**config.mk**
```make
export PLATFORM = sky130hd
export DESIGN_NAME = osc_sequencer
export DESIGN_NICKNAME = d
export VERILOG_FILES = /design/src/rtl/osc_pkg.sv /design/src/rtl/osc_tick_gen.sv /design/src/rtl/osc_sequencer.sv
export SDC_FILE = /design/constraint.sdc
export NUM_CORES = 1
export LEC_CHECK = 0
export ABC_AREA = 1
export CAP_MARGIN = 0
export CORE_MARGIN = 4
export CORE_UTILIZATION = 40
export DETAILED_ROUTE_END_ITERATION = 10
export SYNTH_ARGS = -nofsm -noshare
export SYNTH_HDL_FRONTEND = slang
export SYNTH_SLANG_ARGS = --single-unit
```
**constraint.sdc**
```tcl
create_clock -name clk -period 1.2 [get_ports clk]
set_input_delay 0.18 -clock clk [delete_from_list [all_inputs] [get_ports clk]]
set_output_delay 0.18 -clock clk [all_outputs]
set_load 0.01 [all_outputs]
```
**src/rtl/osc_pkg.sv**
```systemverilog
// Shared types and constants for the oscillating counter sequencer.
package osc_pkg;

   typedef enum logic [1:0] {
      IDLE = 2'd0,
      UP   = 2'd1,
      DOWN = 2'd2
   } osc_state_t;

   localparam int unsigned NBITS_COUNT_DEFAULT = 2;
   localparam int unsigned PRESCALE_W          = 8;

endpackage

```
**src/rtl/osc_tick_gen.sv**
```systemverilog
// Prescaler: emits a registered one-cycle tick every PRESCALE enabled cycles.
// A clear restarts the period and drops any tick that would have been emitted.
module osc_tick_gen #(
   parameter int unsigned PRESCALE = 4
) (
   input  logic clk,
   input  logic reset,
   input  logic clear,
   input  logic enable,
   output logic tick
);
   import osc_pkg::*;

   localparam logic [PRESCALE_W-1:0] LAST = PRESCALE_W'(PRESCALE - 1);

   logic [PRESCALE_W-1:0] cnt_d;
   logic [PRESCALE_W-1:0] cnt_q;
   logic                  tick_d;
   logic                  tick_q;

   always_comb begin
      cnt_d  = cnt_q;
      tick_d = 1'b0;
      if (clear) begin
         cnt_d = '0;
      end else if (enable) begin
         if (cnt_q == LAST) begin
            cnt_d  = '0;
            tick_d = 1'b1;
         end else begin
            cnt_d = cnt_q + PRESCALE_W'(1);
         end
      end else begin
         cnt_d = cnt_q;
      end
   end

   always_ff @(posedge clk or negedge reset) begin
      if (!reset) begin
         cnt_q  <= '0;
         tick_q <= 1'b0;
      end else begin
         cnt_q  <= cnt_d;
         tick_q <= tick_d;
      end
   end

   assign tick = tick_q;

endmodule

```
**src/rtl/osc_sequencer.sv**
```systemverilog
// Drives an up/down counter so it sweeps between LIMIT_LO and LIMIT_HI at a prescaled rate.
// Optional OSC_TURN_COUNT_EN adds a saturating 'turns' output counting direction reversals.
module osc_sequencer #(
   parameter int unsigned NBITS_COUNT = osc_pkg::NBITS_COUNT_DEFAULT,
   parameter int unsigned PRESCALE    = 4,
   parameter int unsigned LIMIT_LO    = 0,
   parameter int unsigned LIMIT_HI    = (2 ** NBITS_COUNT) - 1
) (
   input  logic                   clk,
   input  logic                   reset,
   input  logic                   start,
   input  logic                   stop,
   input  logic                   load_req,
   input  logic [NBITS_COUNT-1:0] load_value,
   input  logic [NBITS_COUNT-1:0] count_fb,
   output logic                   load,
   output logic                   count_up,
   output logic                   counter_on,
   output logic [NBITS_COUNT-1:0] Data_in,
   output logic                   running
`ifdef OSC_TURN_COUNT_EN
   ,
   output logic [7:0]             turns
`endif
);
   import osc_pkg::*;

   localparam int                     LO_I = int'(LIMIT_LO);
   localparam int                     HI_I = int'(LIMIT_HI);
   localparam logic [NBITS_COUNT-1:0] LO_V = NBITS_COUNT'(LIMIT_LO);
   localparam logic [NBITS_COUNT-1:0] HI_V = NBITS_COUNT'(LIMIT_HI);

   function automatic logic [NBITS_COUNT-1:0] clamp(input logic [NBITS_COUNT-1:0] v);
      if (int'(v) < LO_I) begin
         return LO_V;
      end else if (int'(v) > HI_I) begin
         return HI_V;
      end else begin
         return v;
      end
   endfunction

   osc_state_t             state_d;
   osc_state_t             state_q;
   logic                   counter_on_d, counter_on_q;
   logic                   count_up_d, count_up_q;
   logic                   running_d, running_q;
   logic                   load_d, load_q;
   logic [NBITS_COUNT-1:0] data_d, data_q;
   logic                   pend_d, pend_q;
   logic [NBITS_COUNT-1:0] pend_val_d, pend_val_q;

   logic busy_s, entry_s, tick_s, at_hi_s, at_lo_s, next_up_s, blocked_s;

   assign busy_s  = load_req | pend_q;
   assign at_hi_s = int'(count_fb) >= HI_I;
   assign at_lo_s = int'(count_fb) <= LO_I;

   osc_tick_gen #(
      .PRESCALE(PRESCALE)
   ) u_tick (
      .clk   (clk),
      .reset (reset),
      .clear (entry_s | pend_q),
      .enable(state_q != IDLE),
      .tick  (tick_s)
   );

   // A load in flight freezes the FSM; otherwise stop beats start, and each tick
   // decides direction and pulse together so no tick is lost at a turn.
   always_comb begin
      state_d      = state_q;
      counter_on_d = 1'b0;
      count_up_d   = count_up_q;
      entry_s      = 1'b0;
      next_up_s    = (state_q == UP);
      blocked_s    = 1'b0;
      if (busy_s) begin
         state_d = state_q;
      end else if (stop) begin
         state_d = IDLE;
      end else if (state_q == IDLE) begin
         if (start) begin
            state_d    = UP;
            count_up_d = 1'b1;
            entry_s    = 1'b1;
         end else begin
            state_d = IDLE;
         end
      end else if (tick_s) begin
         if ((state_q == UP) && at_hi_s) begin
            next_up_s = 1'b0;
         end else if ((state_q == DOWN) && at_lo_s) begin
            next_up_s = 1'b1;
         end else begin
            next_up_s = (state_q == UP);
         end
         blocked_s = next_up_s ? at_hi_s : at_lo_s;
         if (blocked_s) begin
            state_d = state_q;
         end else begin
            state_d      = next_up_s ? UP : DOWN;
            counter_on_d = 1'b1;
            count_up_d   = next_up_s;
         end
      end else begin
         state_d = state_q;
      end
   end

   always_comb begin
      pend_d    = load_req;
      load_d    = pend_q;
      running_d = (state_q != IDLE);
      if (load_req) begin
         pend_val_d = clamp(load_value);
      end else begin
         pend_val_d = pend_val_q;
      end
      if (pend_q) begin
         data_d = pend_val_q;
      end else begin
         data_d = data_q;
      end
   end

   always_ff @(posedge clk or negedge reset) begin
      if (!reset) begin
         state_q      <= IDLE;
         counter_on_q <= 1'b0;
         count_up_q   <= 1'b1;
         running_q    <= 1'b0;
         load_q       <= 1'b0;
         data_q       <= '0;
         pend_q       <= 1'b0;
         pend_val_q   <= '0;
      end else begin
         state_q      <= state_d;
         counter_on_q <= counter_on_d;
         count_up_q   <= count_up_d;
         running_q    <= running_d;
         load_q       <= load_d;
         data_q       <= data_d;
         pend_q       <= pend_d;
         pend_val_q   <= pend_val_d;
      end
   end

   assign load       = load_q;
   assign count_up   = count_up_q;
   assign counter_on = counter_on_q;
   assign Data_in    = data_q;
   assign running    = running_q;

`ifdef OSC_TURN_COUNT_EN
   logic       turn_s;
   logic [7:0] turns_d, turns_q;

   assign turn_s = counter_on_d & (count_up_d != (state_q == UP));

   always_comb begin
      if (entry_s) begin
         turns_d = 8'd0;
      end else if (turn_s && (turns_q != 8'hFF)) begin
         turns_d = turns_q + 8'd1;
      end else begin
         turns_d = turns_q;
      end
   end

   always_ff @(posedge clk or negedge reset) begin
      if (!reset) begin
         turns_q <= 8'd0;
      end else begin
         turns_q <= turns_d;
      end
   end

   assign turns = turns_q;
`endif

endmodule

```
==> metrics.yaml, run 1 <==
finalSetupViolations: 0
synthCells: 140
ctsHtreeMaxLevel: 1
die-area_sq_um: 3540
place_congestion: 0.7594
cp_top_family: "simple AND/OR/NAND/NOR gates"
ys_seq_elements: 20
p_switching_mw: 0.4707
cts_tree: "yes"
postLayoutSetupSlackWorst_ns: 0.0004929
required_ns: 1.41
synthTopCellsByArea: "dfrtp_1, nand2_1, nand3_1, inv_1, nand4_1"
fin_skew_ns: 0.006056
cp_num_buf_inv: 1
syn_avg_cell_area_sq_um: 7.579
grt-ovfl-total: 0
synth_seq_area_share_pct: 47.29
via_per_inst: 4.970
critPathArrivalTime_ns: 1.41
rsz0062_at_grt: "true"
antenna_left: 0
drt_pass1_iterations: 4
tightest_slew_ns: 0.2234
use_met2_pct: 23.40
peakVddDrop_uv: 869.4
diodes: 0
vias: 999
die_w_um: 59.50
synth_edf_count: 0
row_count: 18
crit_type: "flip-flop to flip-flop"
fillCellCount: 229
end_kind: "flip-flop"
power.leakage_nw: 0.7416
ios: 15
clk_latency_ns: 0.31
combinationalPowerShare_pct: 27.1
cp_slowest_stage_delay_ns: 0.46
sw_frac_of_total_pct: 29.63
synthTopCellsByCount: "nand2_1, dfrtp_1, inv_1"
final_nets: 182
numCtsBuffers: 3
timing_hold_violations_final: 0
clkSlewWorstSetupHoldPaths_ns: 0.11
synth_cell_types: 22
fin_crit_sh_pct: 99.96
start_util_pct: 42.44
clock_sink_count: 20
p_int_mw: 1.118
stdcell_count: 201
pre_cts_ws_ns: -0.2176
drv_slew: 0
max_freq_mhz: 833.7
synth_top_area_share_pct: 44.81
seqPwrFrac_pct: 48.1
drt-initial-drc-count: 49
wl_mm: 2.297
finalCriticalPeriod_ns: 1.200
crit_fanout: 15
hpwl_mm: 1.625
power_mw: 1.589
synthesis.nets: 150
grt_max_degree: 21
wl_per_cell_um: 11.43
status: "finished clean"
portBuffers: 14
drive_gt1_share_pct: 28.65
grt_pass1_vias: 927
synth_warnings: 0
met1_usage_pct: 18.10
clockBufferDepth: 2
antenna_found_initial: 0
use_met3_pct: 3.922
synth.most_common_cell: "nand2_1"
netlist.top_cell.by_area: "dfrtp_1"
drcViolationCount: 0
grt_pass1_wl_mm: 3.912
worst_path_max_delay_cell: "dfrtp_2"
power.density_nw_per_um2: 1066
ys.flop_type: "dfrtp_1"
cp-start-kind: "flip-flop"
slew_headroom_pct: 85.11
grt.total_usage_pct: 14.81
coreArea_sq_um: 2500
crit_top_cell: "nor2_4"
async_reset_ff_share_pct: 100.0
clockRootBuffer: "clkbuf_4"
whs_ns: 0.1988
seq_area_sq_um: 505.5
drv_cap: 0
min_path_type: "primary input to asynchronous set/reset pin"
areaGrowthSynthToFinish_pct: 40.45
dp.cells: 193
path_cells: "nor2_4 -> nand2_2 -> nor2_4 -> nor2_4 -> buf_12 -> nand4_1 -> nand2_1"
grt.busiest_layer: "met2"
cts_hold_buf: 0
multi_input_area_sq_um: 549.3
syn_area_sq_um: 1061
die_h_um: 59.50
p_clk_share_pct: 24.9
-- per-stage QoR --
step           setup TNS, ns  util (%)  area (sq um)
2_1_floorplan              0         -          1070
3_3_place_gp          -1.846     53.55          1339
3_5_place_dp          -2.135     53.55          1339
4_1_cts                    0     55.86          1396
5_1_grt              -0.4759     59.61          1490
6_report                   0     59.61          1490
-- per-layer routing --
metal / wire, um / share of wire (%)
met1: 1035 / 45
met4: 53 / 2.3
met5: 0 / 0
met3: 111 / 4.8
met2: 1097 / 48
-- worst register-to-register path: stages, from the launching register on --
cell	delay, ns
dfrtp_2	0.46
nor2_4	0.12
nand2_2	0.08
nor2_4	0.12
nor2_4	0.05
buf_12	0.14
nand4_1	0.09
nand2_1	0.05
-- power groups by stage --
stage	Sequential [mW]	Clock (mW)	Combinational [mW]
6_report	0.764	0.395	0.430
5_1_grt	0.771	0.443	0.475
4_1_cts	0.761	0.410	0.370
2_1_floorplan	0.796	0	0.157
3_5_place_dp	0.773	0	0.373
3_3_place_gp	0.771	0	0.373
-- placed cells by master, fill, tap and decap left out, drive strengths merged --
master,netlist,final
a21oi,3,3
and3,1,1
buf,3,17
clkbuf,0,4
clkdlybuf4s15,0,2
clkdlybuf4s50,0,8
dfrtp,19,19
dfstp,1,1
dlygate4sd2,0,3
ha,1,1
inv,18,18
nand2,45,45
nand3,16,16
nand3b,1,1
nand4,9,9
nor2,15,15
nor3,1,1
o21ai,5,5
or2,1,1
xnor2,1,1
-- kinds of logic (layout without fill, tap and decap cells) --
| group | Yosys count | in the layout | share of synthesized area (%) |
|---|---|---|---|
| simple gates | 89 | 89 | 38.33 |
| fa+ha+maj | 1 | 1 | 1.179 |
| flops | 20 | 20 | 47.29 |
| buf+inv | 21 | 52 | 8.608 |
| compound gates | 8 | 8 | 3.773 |
| xor+xnor | 1 | 1 | 0.8256 |
-- registers in the layout (all words and copies together), names as in the netlist, 2 cells and up --
signal / flops
state_q: 2
Data_in: 2
pend_val_q: 2
u_tick.cnt_q: 8
-- path summary, 6_finish.rpt --
kind	end	start	slack, ns	cells after the start
worst max-delay path	u_tick.cnt_q[4]	state_q[1]	0.0005	7
worst min-delay path	u_tick.cnt_q[2]	reset	0.20	2
worst max register to register	u_tick.cnt_q[4]	state_q[1]	0.0005	7
worst min register to register	count_up	count_up	0.47	2
max in group asynchronous	count_up	reset	0.78	2
min in group clk	pend_val_q[0]	load_value[0]	0.42	3
-- layout make-up --
type / count / share of cell area [%]
multi-input combinational: 99 / 36.86
clock buffer: 4 / 2.435
timing repair buffer: 30 / 19.56
tap: 30 / 2.519
inverter: 18 / 4.702
sequential: 20 / 33.92
-- timing repair --
action                                  CTS  global route
gates resized for setup                  16            26
endpoints found under the setup margin   17            14
buffers inserted                          2             4
gates cloned                              0             0
pin swaps                                 4            10
No activity file was read; power rests on OpenSTA's default activity.
==> run 2: changes to the inputs <==
- CORE_MARGIN: 4 -> unset
- CTS_CLUSTER_SIZE: unset -> 16
==> metrics.yaml, run 2 (same netlist as run 1, synthesis figures left out) <==
status: "finished clean"  # unchanged
power.leakage_nw: 0.7622  # was 0.7416 nW
numCtsBuffers: 3  # unchanged
crit_type: "flip-flop to flip-flop"  # unchanged
vias: 1023  # was 999
drive_gt1_share_pct: 33.91  # was 28.65%
rsz0062_at_grt: "true"  # unchanged
start_util_pct: 42.44  # unchanged
clk_latency_ns: 0.30  # was 0.31 ns
fin_crit_sh_pct: 99.18  # was 99.96%
grt.total_usage_pct: 19.59  # was 14.81%
ios: 15  # unchanged
worst-r2r-cell-count: 6  # was 7
postLayoutSetupSlackWorst_ns: 0.009856  # was 0.0004929 ns
largest_register_ffs: 8  # unchanged
antenna_found_initial: 0  # unchanged
crit_fanout: 4  # was 15
critPathArrivalTime_ns: 1.43  # was 1.41 ns
die_w_um: 53.50  # was 59.50 um
hpwl_mm: 1.648  # was 1.625 mm
drt-initial-drc-count: 10  # was 49
slew_headroom_pct: 83.29  # was 85.11%
finalCriticalPeriod_ns: 1.190  # was 1.200 ns
ctsHtreeMaxLevel: 1  # unchanged
place_congestion: 0.8316  # was 0.7594
grt_pass1_wl_mm: 3.939  # was 3.912 mm
grt_max_degree: 21  # unchanged
final_core_util_pct: 62.11  # was 59.61%
diodes: 0  # unchanged
cp-start-kind: "flip-flop"  # unchanged
clockRootBuffer: "clkbuf_4"  # unchanged
grt-ovfl-total: 0  # unchanged
cts_tree: "yes"  # unchanged
clkSlewWorstSetupHoldPaths_ns: 0.12  # was 0.11 ns
fin_skew_ns: 0.009758  # was 0.006056 ns
peakVddDrop_uv: 845.3  # was 869.4 uV
timing_hold_violations_final: 0  # unchanged
max_freq_mhz: 840.2  # was 833.7 MHz
wl_per_cell_um: 12.25  # was 11.43 um
portBuffers: 14  # unchanged
top_register: "u_tick.cnt_q"  # unchanged
drv_slew: 0  # unchanged
layout_commonest_cell: "nand2_1"  # unchanged
min_path_type: "primary input to asynchronous set/reset pin"  # unchanged
clock_sink_count: 20  # unchanged
finalSetupViolations: 0  # unchanged
areaGrowthSynthToFinish_pct: 46.34  # was 40.45%
clockBufferDepth: 2  # unchanged
final_nets: 185  # was 182
drv_cap: 0  # unchanged
required_ns: 1.44  # was 1.41 ns
end_kind: "flip-flop"  # unchanged
die_h_um: 53.50  # was 59.50 um
power.density_nw_per_um2: 1066  # about the same
wl_mm: 2.498  # was 2.297 mm
pre_cts_ws_ns: -0.2330  # was -0.2176 ns
mostFrequentLayoutCells: "nand2_1, dfrtp_1, inv_1, buf_4"  # was nand2_1, inv_1, dfrtp_1, nand3_1, buf_4
coreArea_sq_um: 2500  # unchanged
via_per_inst: 5.015  # was 4.970
die-area_sq_um: 2862  # was 3540 sq um
cts_hold_buf: 0  # unchanged
drcViolationCount: 0  # unchanged
grt_pass1_vias: 900  # was 927
antenna_left: 0  # unchanged
tightest_slew_ns: 0.2501  # was 0.2234 ns
drt_pass1_iterations: 4  # unchanged
row_count: 18  # unchanged
-- run 2: cell types whose count changed in the layout (fill, tap and decap cells not counted), moves of 2 or more --
| cell | delta |
|---|---|
| nand3_1 | -4 |
| inv_2 | +3 |
| nand3_2 | +4 |
| buf_4 | +2 |
| inv_1 | -3 |
| nand2_1 | -2 |
| nand2_2 | +2 |
-- run 2: layout make-up --
cell class	instances	area (sq um)
Clock buffer	4	36.28
Inverter	18	72.57
Fill cell	222	947.2
Timing Repair Buffer	32	314.1
Multi-Input combinational cell	100	588.1
Sequential cell	20	504.2
Tap cell	30	37.54
-- run 2: layer usage --
metal	vias to the layer above	track usage [%]	share of wire [%]
met5	-	0	0
met1	478	25.13	43
met4	0	9.211	1.5
li1	520	-	-
met3	4	3.448	3.8
met2	21	31.67	51
-- run 2: timing repair --
item	in CTS	in global routing
pin swaps	6	13
endpoints found under the setup margin	17	14
setup buffers	3	1
gates cloned	0	2
resized for setup	22	30
-- run 2: path summary, 6_finish.rpt --
kind	start	end	slack, ns
max in group asynchronous	reset	count_up	0.77
min	reset	u_tick.cnt_q[2]	0.20
min in group clk	load_value[0]	pend_val_q[0]	0.42
min reg2reg	count_up	count_up	0.47
max	state_q[0]	state_q[1]	0.01
max reg2reg	state_q[0]	state_q[1]	0.01
-- run 2: per-stage QoR --
step | cells | setup TNS [ns] | total power [mW] | instance area (sq um) | hold slack (ns)
finish | 204 | 0 | 1.655 | 1553 | 0.2033
global route | 204 | -0.4851 | 1.756 | 1553 | 0.2105
CTS | 201 | 0 | 1.543 | 1416 | 0.2115
detailed placement | 195 | -2.256 | 1.149 | 1354 | 0.4516
global placement | 195 | -1.911 | 1.143 | 1354 | 0.4535
floorplan | 140 | 0 | 0.9528 | 1070 | -0.1156
-- run 2: report_power, final --
group | internal (mW) | switching [mW] | leakage (nW) | total [mW]
Combinational | 0.242 | 0.259 | 0.484 | 0.501
Clock | 0.185 | 0.206 | 0.0210 | 0.391
Sequential | 0.734 | 0.0288 | 0.258 | 0.763
Total | 1.16 | 0.494 | 0.762 | 1.65
-- run 2: critical path, stage by stage, from the launching register on --
cell     delay (ns)
dfrtp_1        0.43
buf_6          0.15
nand2_1        0.06
nand4_1        0.16
o21ai_2        0.19
nand2_1        0.06
nand2_1        0.07
